$ cat config.mk
export PLATFORM = sky130hd
export DESIGN_NAME = fetch_queue
export DESIGN_NICKNAME = d
export VERILOG_FILES = /design/src/rtl/fetch_queue.sv
export SDC_FILE = /design/constraint.sdc
export NUM_CORES = 1
export LEC_CHECK = 0
export BUFFER_PORTS_ARGS = -buffer_cell sky130_fd_sc_hd__buf_2
export CAP_MARGIN = 10
export CELL_PAD_IN_SITES_DETAIL_PLACEMENT = 0
export CELL_PAD_IN_SITES_GLOBAL_PLACEMENT = 1
export CORE_UTILIZATION = 51
export DETAILED_ROUTE_END_ITERATION = 7
export PLACE_DENSITY_LB_ADDON = 0.25
export SYNTH_ARGS = -nofsm -noshare
export SYNTH_HDL_FRONTEND = slang
export SYNTH_SLANG_ARGS = --single-unit
$ cat constraint.sdc
create_clock -name clk -period 5.4 [get_ports clk]
set_input_delay 1.08 -clock clk [delete_from_list [all_inputs] [get_ports clk]]
set_output_delay 1.08 -clock clk [all_outputs]
set_load 0.01 [all_outputs]
$ cat src/rtl/fetch_queue.sv
// rtl/fetch_queue.sv - dual-issue instruction fetch queue (circular buffer, pair in / pair out)
//
// Purpose:
//   Buffers fetched instruction pairs between the fetch and steering stages.
//   Accepts one full pair per cycle and presents the two oldest entries.
//   Optional build macro: FETCH_QUEUE_BYPASS_EN (empty-queue combinational bypass).
//
// Ports:
//   clk              in   rising-edge clock
//   reset            in   synchronous active-high reset
//   in_valid         in   incoming fetch pair is valid
//   in_instruction0  in   older incoming instruction
//   in_instruction1  in   younger incoming instruction
//   in_ready         out  queue has room for a full pair (registered count only)
//   flush            in   discard everything queued, including this cycle's input
//   stall            in   hold the presented pair, no consumption
//   instruction0_out out  head entry (or NOP)
//   instruction1_out out  head+1 entry (or NOP)
//   out_valid        out  at least one real instruction is presented
//   count            out  number of stored instructions

`ifndef INST_WIDTH
`define INST_WIDTH 32
`endif
`ifndef NOP_INSTRUCTION
`define NOP_INSTRUCTION 32'h0000_0013
`endif

module fetch_queue #(
  parameter int DEPTH = 8
) (
  input  logic                     clk,
  input  logic                     reset,
  input  logic                     in_valid,
  input  logic [`INST_WIDTH-1:0]   in_instruction0,
  input  logic [`INST_WIDTH-1:0]   in_instruction1,
  output logic                     in_ready,
  input  logic                     flush,
  input  logic                     stall,
  output logic [`INST_WIDTH-1:0]   instruction0_out,
  output logic [`INST_WIDTH-1:0]   instruction1_out,
  output logic                     out_valid,
  output logic [$clog2(DEPTH):0]   count
);

  localparam int PW = $clog2(DEPTH);
  localparam int CW = PW + 1;
  localparam logic [`INST_WIDTH-1:0] NOP = `NOP_INSTRUCTION;

  logic [`INST_WIDTH-1:0] mem_q [DEPTH];
  logic [PW-1:0]          wr_ptr_q, wr_ptr_d;
  logic [PW-1:0]          rd_ptr_q, rd_ptr_d;
  logic [CW-1:0]          count_q, count_d;
  logic [CW-1:0]          pop_n;
  logic                   push_en;
  logic                   pop_en;
  logic                   bypass_active;

  // Ready looks only at the registered count so it never forms a
  // combinational path back from the steering stage's stall.
  assign in_ready = (count_q <= CW'(DEPTH - 2));
  assign count    = count_q;

`ifdef FETCH_QUEUE_BYPASS_EN
  assign bypass_active = (count_q == '0) && in_valid && !flush;
`else
  assign bypass_active = 1'b0;
`endif

  always_comb begin
    instruction0_out = NOP;
    instruction1_out = NOP;
    out_valid        = 1'b0;
    if (count_q >= CW'(2)) begin
      instruction0_out = mem_q[rd_ptr_q];
      instruction1_out = mem_q[rd_ptr_q + PW'(1)];
      out_valid        = 1'b1;
    end else if (count_q == CW'(1)) begin
      instruction0_out = mem_q[rd_ptr_q];
      out_valid        = 1'b1;
    end else if (bypass_active) begin
      instruction0_out = in_instruction0;
      instruction1_out = in_instruction1;
      out_valid        = 1'b1;
    end
  end

  always_comb begin
    // A bypassed pair that is consumed this cycle never enters storage;
    // a stalled bypass pair is written so it is re-presented from the queue.
    push_en = in_valid && in_ready && !flush && !(bypass_active && !stall);
    // Queue-side pop only; a bypassed pair is consumed without touching rd_ptr.
    pop_en  = out_valid && !stall && !flush && !bypass_active;
    pop_n   = '0;
    if (pop_en) begin
      pop_n = (count_q >= CW'(2)) ? CW'(2) : CW'(1);
    end
    count_d  = count_q + (push_en ? CW'(2) : CW'(0)) - pop_n;
    wr_ptr_d = push_en ? wr_ptr_q + PW'(2) : wr_ptr_q;
    rd_ptr_d = rd_ptr_q + PW'(pop_n);
  end

  always_ff @(posedge clk) begin
    if (reset || flush) begin
      count_q  <= '0;
      wr_ptr_q <= '0;
      rd_ptr_q <= '0;
    end else begin
      count_q  <= count_d;
      wr_ptr_q <= wr_ptr_d;
      rd_ptr_q <= rd_ptr_d;
    end
  end

  // Entry storage carries no reset; stale contents are never presented
  // because the outputs are qualified by count.
  always_ff @(posedge clk) begin
    if (push_en && !reset) begin
      mem_q[wr_ptr_q]          <= in_instruction0;
      mem_q[wr_ptr_q + PW'(1)] <= in_instruction1;
    end
  end

endmodule

==> results of run 1 <==
layout make-up:
class | count | area (um2)
multi-input cells | 244 | 3970
clock buffers | 32 | 737
well taps | 313 | 392
diodes | 1 | 2.50
fillers | 1610 | 8950
repair buffers | 147 | 758
flip-flops and latches | 265 | 7880
clock inverters | 20 | 206
inverters | 9 | 33.8
through the flow:
stage | instances | total power [mW] | worst slack [ns] | instance area (um2)
3_5_place_dp | 978 | 2.98 | 1.67 | 13000
3_3_place_gp | 978 | 2.97 | 1.67 | 13000
4_1_cts | 1030 | 4.90 | 1.09 | 14000
6_report | 1031 | 4.85 | 1.18 | 14000
5_1_grt | 1030 | 5.01 | 0.939 | 14000
2_1_floorplan | 561 | 2.70 | 0.610 | 12100
worst max-delay path, delay by kind of cell, from the launching register on:
kind / cells / cell delay, ns
AOI/OAI and AO/OA: 1 / 0.25
adders and majority gates: 1 / 0.92
buffers and inverters: 1 / 0.15
DFF: 1 / 0.65
muxes: 1 / 0.60
flip-flops by register name, summed over array words and instances (netlist names):
name and count:
mem_q 256, wr_ptr_q 2, rd_ptr_q 3, count 4
power groups by stage:
stage | sequential, mW | combinational (mW) | clock [mW]
floorplan | 2.34 | 0.355 | 0
global placement | 2.35 | 0.621 | 0
detailed placement | 2.35 | 0.629 | 0
CTS | 2.31 | 0.632 | 1.96
global route | 2.31 | 0.669 | 2.04
finish | 2.31 | 0.623 | 1.92
cell families after synthesis:
family                   count (synthesis)  synth area share (%)
AO/OA/AOI/OAI                           69                  4.92
XOR/XNOR                                 4                 0.291
adder cells (fa/ha/maj)                 13                  1.54
buffers and inverters                   52                  2.51
flip-flops                             265                  65.2
multiplexers                           130                  24.1
AND/OR/NAND/NOR                         28                  1.44
worst max-delay path by stage:
stage	from	end	depth (start not counted)
global placement	rd_ptr_q[1]$_SDFF_PP0_	instruction1_out[31]	4
global route	rd_ptr_q[1]$_SDFF_PP0_	instruction1_out[31]	4
CTS	rd_ptr_q[1]$_SDFF_PP0_	instruction1_out[31]	4
finish	rd_ptr_q[1]$_SDFF_PP0_	instruction1_out[31]	4
detailed placement	rd_ptr_q[1]$_SDFF_PP0_	instruction1_out[31]	4
floorplan	flush	mem_q[2][0]$_DFFE_PP_	3
per-layer routing:
| layer | GRT usage (%) | share of wire, % | up-vias |
|---|---|---|---|
| met2 | 37.3 | 52 | 219 |
| met3 | 3.75 | 6.6 | 38 |
| met4 | 5.98 | 1.6 | 2 |
| met5 | 0 | 0.052 | - |
| met1 | 27.7 | 39 | 3342 |
| li1 | - | - | 2739 |
cells in the final DEF (no fill, tap or decap), drive strengths merged, types with 3 or more instances in the layout:
master	count
fa	3
and2	4
buf	147
inv	9
nand2	7
nor3	4
ha	10
clkinv	14
a22o	58
dfxtp	9
o22a	6
nor2	4
edfxtp	256
clkbuf	32
nor3b	4
mux4	128
bufinv	4
==> flow_metrics.tcl, run 1 <==
set metrics [dict create \
    h-tree-depth 1 \
    cts.clk_slew.worst_paths_ns 0.06 \
    wire_per_inst_um 24.1 \
    syn-mean-instance-area_um2 21.5 \
    period_minus_slack_ns 4.22 \
    crit_path_start_kind "flip-flop" \
    yosysTopAreaCellShare_pct 63.7 \
    hold_viol_final 0 \
    powerDensity_mw_per_mm2 347 \
    dieArea_mm2 0.0243 \
    cts_hold_buf 0 \
    cts_resized 0 \
    start_util_pct 52.6 \
    power_switching_mw 1.13 \
    grt_usage_pct 21.4 \
    synthTopCellsByCount "256 x edfxtp_1, 128 x mux4_2, 58 x a22o_1, 20 x buf_2" \
    r2r_setup_slack_ns 2.18 \
    yosys-top-cells-area "edfxtp_1 64%, mux4_2 24%, a22o_1 4.2%" \
    p_clk_share_pct 39.6 \
    rsz0062_at_grt "no" \
    min_path_type "reg -> reg" \
    seq_area_frac_synth_pct 65.2 \
    holdCritStartpoint "wr_ptr_q[2]$_SDFFE_PP0P_" \
    required_ns 4.32 \
    cts_tree "built" \
    drtPass1Iterations 5 \
    setup_violations 0 \
    syn_inst 561 \
    netlist_area_mm2 0.0121 \
    die_y_um 156 \
    drv_slew 0 \
    drt_wl_total_um 24800 \
    path_class "reg -> out" \
    hold_depth 2 \
    cp_cell_sequence "ha_4 > mux4_2 > a22o_1 > buf_2" \
    gp_congestion 0.757 \
    end_kind "output pin" \
    leakagePower_nw 4.61 \
    critPathMaxStageDelay_ns 0.92 \
    worst_pin_slew_ns 1.11 \
    async_reset_ff_share_pct 0 \
    utilization_pct 61.0 \
    max-clock-path-buffers 3 \
    area_growth_syn_to_layout_pct 15.8 \
    clock_sinks 265 \
    clk_latency_ns 0.54 \
    max_freq_ghz 0.237 \
    switching_share_pct 23.3 \
    synth_nets 643 \
    cp_max_fo 64 \
    synth-edff-count 256 \
    maxCapViolCount 0 \
    design.core.area_mm2 0.0229 \
    vdd_ir_drop_max_v 0.000270 \
    synth_top_cell_by_area "edfxtp_1" \
    yosys_warnings 0 \
    port_buffers 138 \
    pwr-share-seq_pct 47.6 \
    fin_skew_ns 0.0185 \
    cts-root-buf "clkbuf_16" \
    grt_max_degree 65 \
    drc 0 \
    grt_overflow 0 \
    first_global_vias 6732 \
    rr_endpoint "count[3]$_SDFF_PP0_" \
    ant_nets 0 \
    timing.rr.start "count[3]$_SDFF_PP0_" \
    io_pins 139 \
    die_w_um 156 \
    cp_slowest_cell "ha_4" \
    antenna_found_initial 2 \
    num_rows 55 \
    fin_crit_sh_pct 78.1 \
    holdPathEnd "wr_ptr_q[2]$_SDFFE_PP0P_" \
    vias 6340 \
    reg2reg_depth 10 \
    cp.arrival_ns 3.14 \
    drt_iter0_markers 492 \
    timing.hold.ws_ns 0.525 \
    ys_seq_elements 265 \
    synth_top_flop_cell "edfxtp_1" \
    internal-power_mw 3.72 \
    dpl.hpwl_um 14800 \
    routed_via_density 6.15 \
    synth_cell_types 31 \
    power_frac_comb_pct 12.9 \
    cts_setup_buffers 0 \
    yosys.cell_count.top_type "edfxtp_1" \
    cts_buffers 28 \
    relSlewSlack_pct 25.6 \
    tns_ns 0 \
    outcome "finished, final reports clean" \
    grt_pass1_wl_um 38200 \
    drive_gt1_share_pct 46.3 \
    fin_nets 777 \
]
(Power assumes the default switching activity.)
==> run 2, diff against run 1 <==
Clock period 5.4 ns to 4.3 ns, I/O delays scaled along.
==> run 2 against run 1 <==
Effect of this change:
- non-clock buffer count up 7
- die area unchanged
- clock skew down 0.0075 ns
- register-to-register slack worse by 1.1 ns
- power up 26%
- global-route usage up 0.17 points
- final cell count up 0.68%
- critical endpoint is now instruction1_out[9]
==> flow_metrics.tcl, run 2 (synthesis results as in run 1) <==
set metrics [dict create \
    h-tree-depth 1 \
    rsz0062_at_grt "no" \
    crit_cells 5 \
    io_pins 139 \
    vias 6320 \
    critPathMaxStageDelay_ns 0.64 \
    r2r_setup_slack_ns 1.10 \
    cts_buffers 28 \
    design.core.area_mm2 0.0229 \
    setup_violations 0 \
    start_util_pct 52.6 \
    cp.arrival_ns 2.90 \
    max-clock-path-buffers 3 \
    antenna_found_initial 1 \
    min_path_type "reg -> reg" \
    cp_max_fo 27 \
    cts.clk_slew.worst_paths_ns 0.06 \
    largest_register_ffs 256 \
    final_cells 1038 \
    die_w_um 156 \
    reg2reg_depth 10 \
    required_ns 3.44 \
    leakagePower_nw 4.65 \
    dpl.cell_count 985 \
    path_class "reg -> out" \
    drt_wl_total_um 25100 \
    dieArea_mm2 0.0243 \
    cts-root-buf "clkbuf_16" \
    p_clk_share_pct 39.7 \
    dpl.hpwl_um 15300 \
    crit_path_start_kind "flip-flop" \
    end_kind "output pin" \
    first_global_vias 6806 \
    max_freq_ghz 0.266 \
    worst_slack_ns 0.539 \
    cts_resized 0 \
    power_switching_mw 1.40 \
    gp_congestion 0.739 \
    drv_slew 0 \
    hold_viol_final 0 \
    cts_hold_buf 0 \
    maxCapViolCount 0 \
    pre_cts_ws_ns 0.845 \
    period_minus_slack_ns 3.76 \
    cts_setup_buffers 0 \
    internal-power_mw 4.71 \
    grt_overflow 0 \
    cp_cell_sequence "ha_4 > buf_4 > mux4_2 > a22o_1 > buf_2" \
    pwr-share-seq_pct 47.4 \
    regMostFlops "mem_q" \
    drc 0 \
    mostFrequentLayoutCell "edfxtp_1" \
    design_area_mm2 0.0141 \
    cp_slowest_cell "ha_4" \
    power_frac_comb_pct 13.0 \
    fin_nets 784 \
    worst_pin_slew_ns 0.857 \
    crit_path_end "instruction1_out[9]" \
    cp.buffers_inverters 2 \
    crit_path_start "rd_ptr_q[1]$_SDFF_PP0_" \
    grt_usage_pct 21.5 \
    powerDensity_mw_per_mm2 435 \
    drt_iter0_markers 461 \
    vdd_ir_drop_max_v 0.000426 \
    relSlewSlack_pct 42.9 \
    clk_latency_ns 0.53 \
    num_rows 55 \
    cts_tree "built" \
    die_y_um 156 \
    area_growth_syn_to_layout_pct 16.6 \
    layout_common_cells "256 x edfxtp_1, 138 x buf_2, 128 x mux4_2, 58 x a22o_1, 29 x clkbuf_16" \
    wire_per_inst_um 24.2 \
    rr_endpoint "count[3]$_SDFF_PP0_" \
    fin_crit_sh_pct 87.5 \
    cp_top_family "adder cells" \
    timing.hold.ws_ns 0.516 \
    grt_max_degree 130 \
    outcome "finished, final reports clean" \
    drtPass1Iterations 5 \
    timing.rr.start "count[3]$_SDFF_PP0_" \
    grt_pass1_wl_um 38700 \
    switching_share_pct 23.0 \
    fin_skew_ns 0.0110 \
    place_area_mm2 0.0131 \
    ant_nets 0 \
    drive_gt1_share_pct 47.0 \
    port_buffers 138 \
    clock_sinks 265 \
    routed_via_density 6.09 \
]
-- run 2: layer usage --
layer / global-route usage [%] / share of wire, % / vias up
li1: - / - / 2747
met1: 28.2 / 38 / 3324
met2: 37.0 / 53 / 213
met3: 4.08 / 7.0 / 34
met4: 5.93 / 1.8 / 2
met5: 0 / 0.048 / -
-- run 2: worst min path at each step --
stage | start | to | slack, ns | depth (start not counted)
global route | in_instruction1[6] | mem_q[5][6]$_DFFE_PP_ | 0.53 | 1
floorplan | wr_ptr_q[2]$_SDFFE_PP0P_ | wr_ptr_q[2]$_SDFFE_PP0P_ | 0.47 | 2
detailed placement | wr_ptr_q[1]$_SDFFE_PP0P_ | wr_ptr_q[1]$_SDFFE_PP0P_ | 0.51 | 2
finish | wr_ptr_q[2]$_SDFFE_PP0P_ | wr_ptr_q[2]$_SDFFE_PP0P_ | 0.52 | 2
CTS | wr_ptr_q[1]$_SDFFE_PP0P_ | wr_ptr_q[1]$_SDFFE_PP0P_ | 0.52 | 2
global placement | wr_ptr_q[2]$_SDFFE_PP0P_ | wr_ptr_q[2]$_SDFFE_PP0P_ | 0.49 | 2
-- run 2: layout make-up --
type                    instances  area (um2)
repair buffers                154         836
multi-input cells             244        3970
fillers                      1660        8850
inverters                       9        33.8
clock inverters                11         141
well taps                     313         392
diodes                          1        2.50
clock buffers                  41         821
flip-flops and latches        265        7880
-- run 2: per-stage QoR --
stage	setup TNS [ns]	util, %	total power, mW
after floorplan	-67.41	-	3.39
after global placement	0	57.2	3.73
after detailed placement	0	57.2	3.75
after CTS	0	61.4	6.18
after global routing	0	61.4	6.33
final	0	61.4	6.11
-- run 2: power by group through the flow --
stage / combinational, mW / clock [mW] / sequential [mW]
finish: 0.793 / 2.43 / 2.89
global route: 0.855 / 2.58 / 2.90
CTS: 0.806 / 2.48 / 2.89
detailed placement: 0.800 / 0 / 2.95
global placement: 0.789 / 0 / 2.95
floorplan: 0.446 / 0 / 2.94
-- run 2: tightest hold or removal path: stages, from the launching register on --
cell	delay, ns
dfxtp_1	0.34
nand2_1	0.07
mux2i_1	0.06
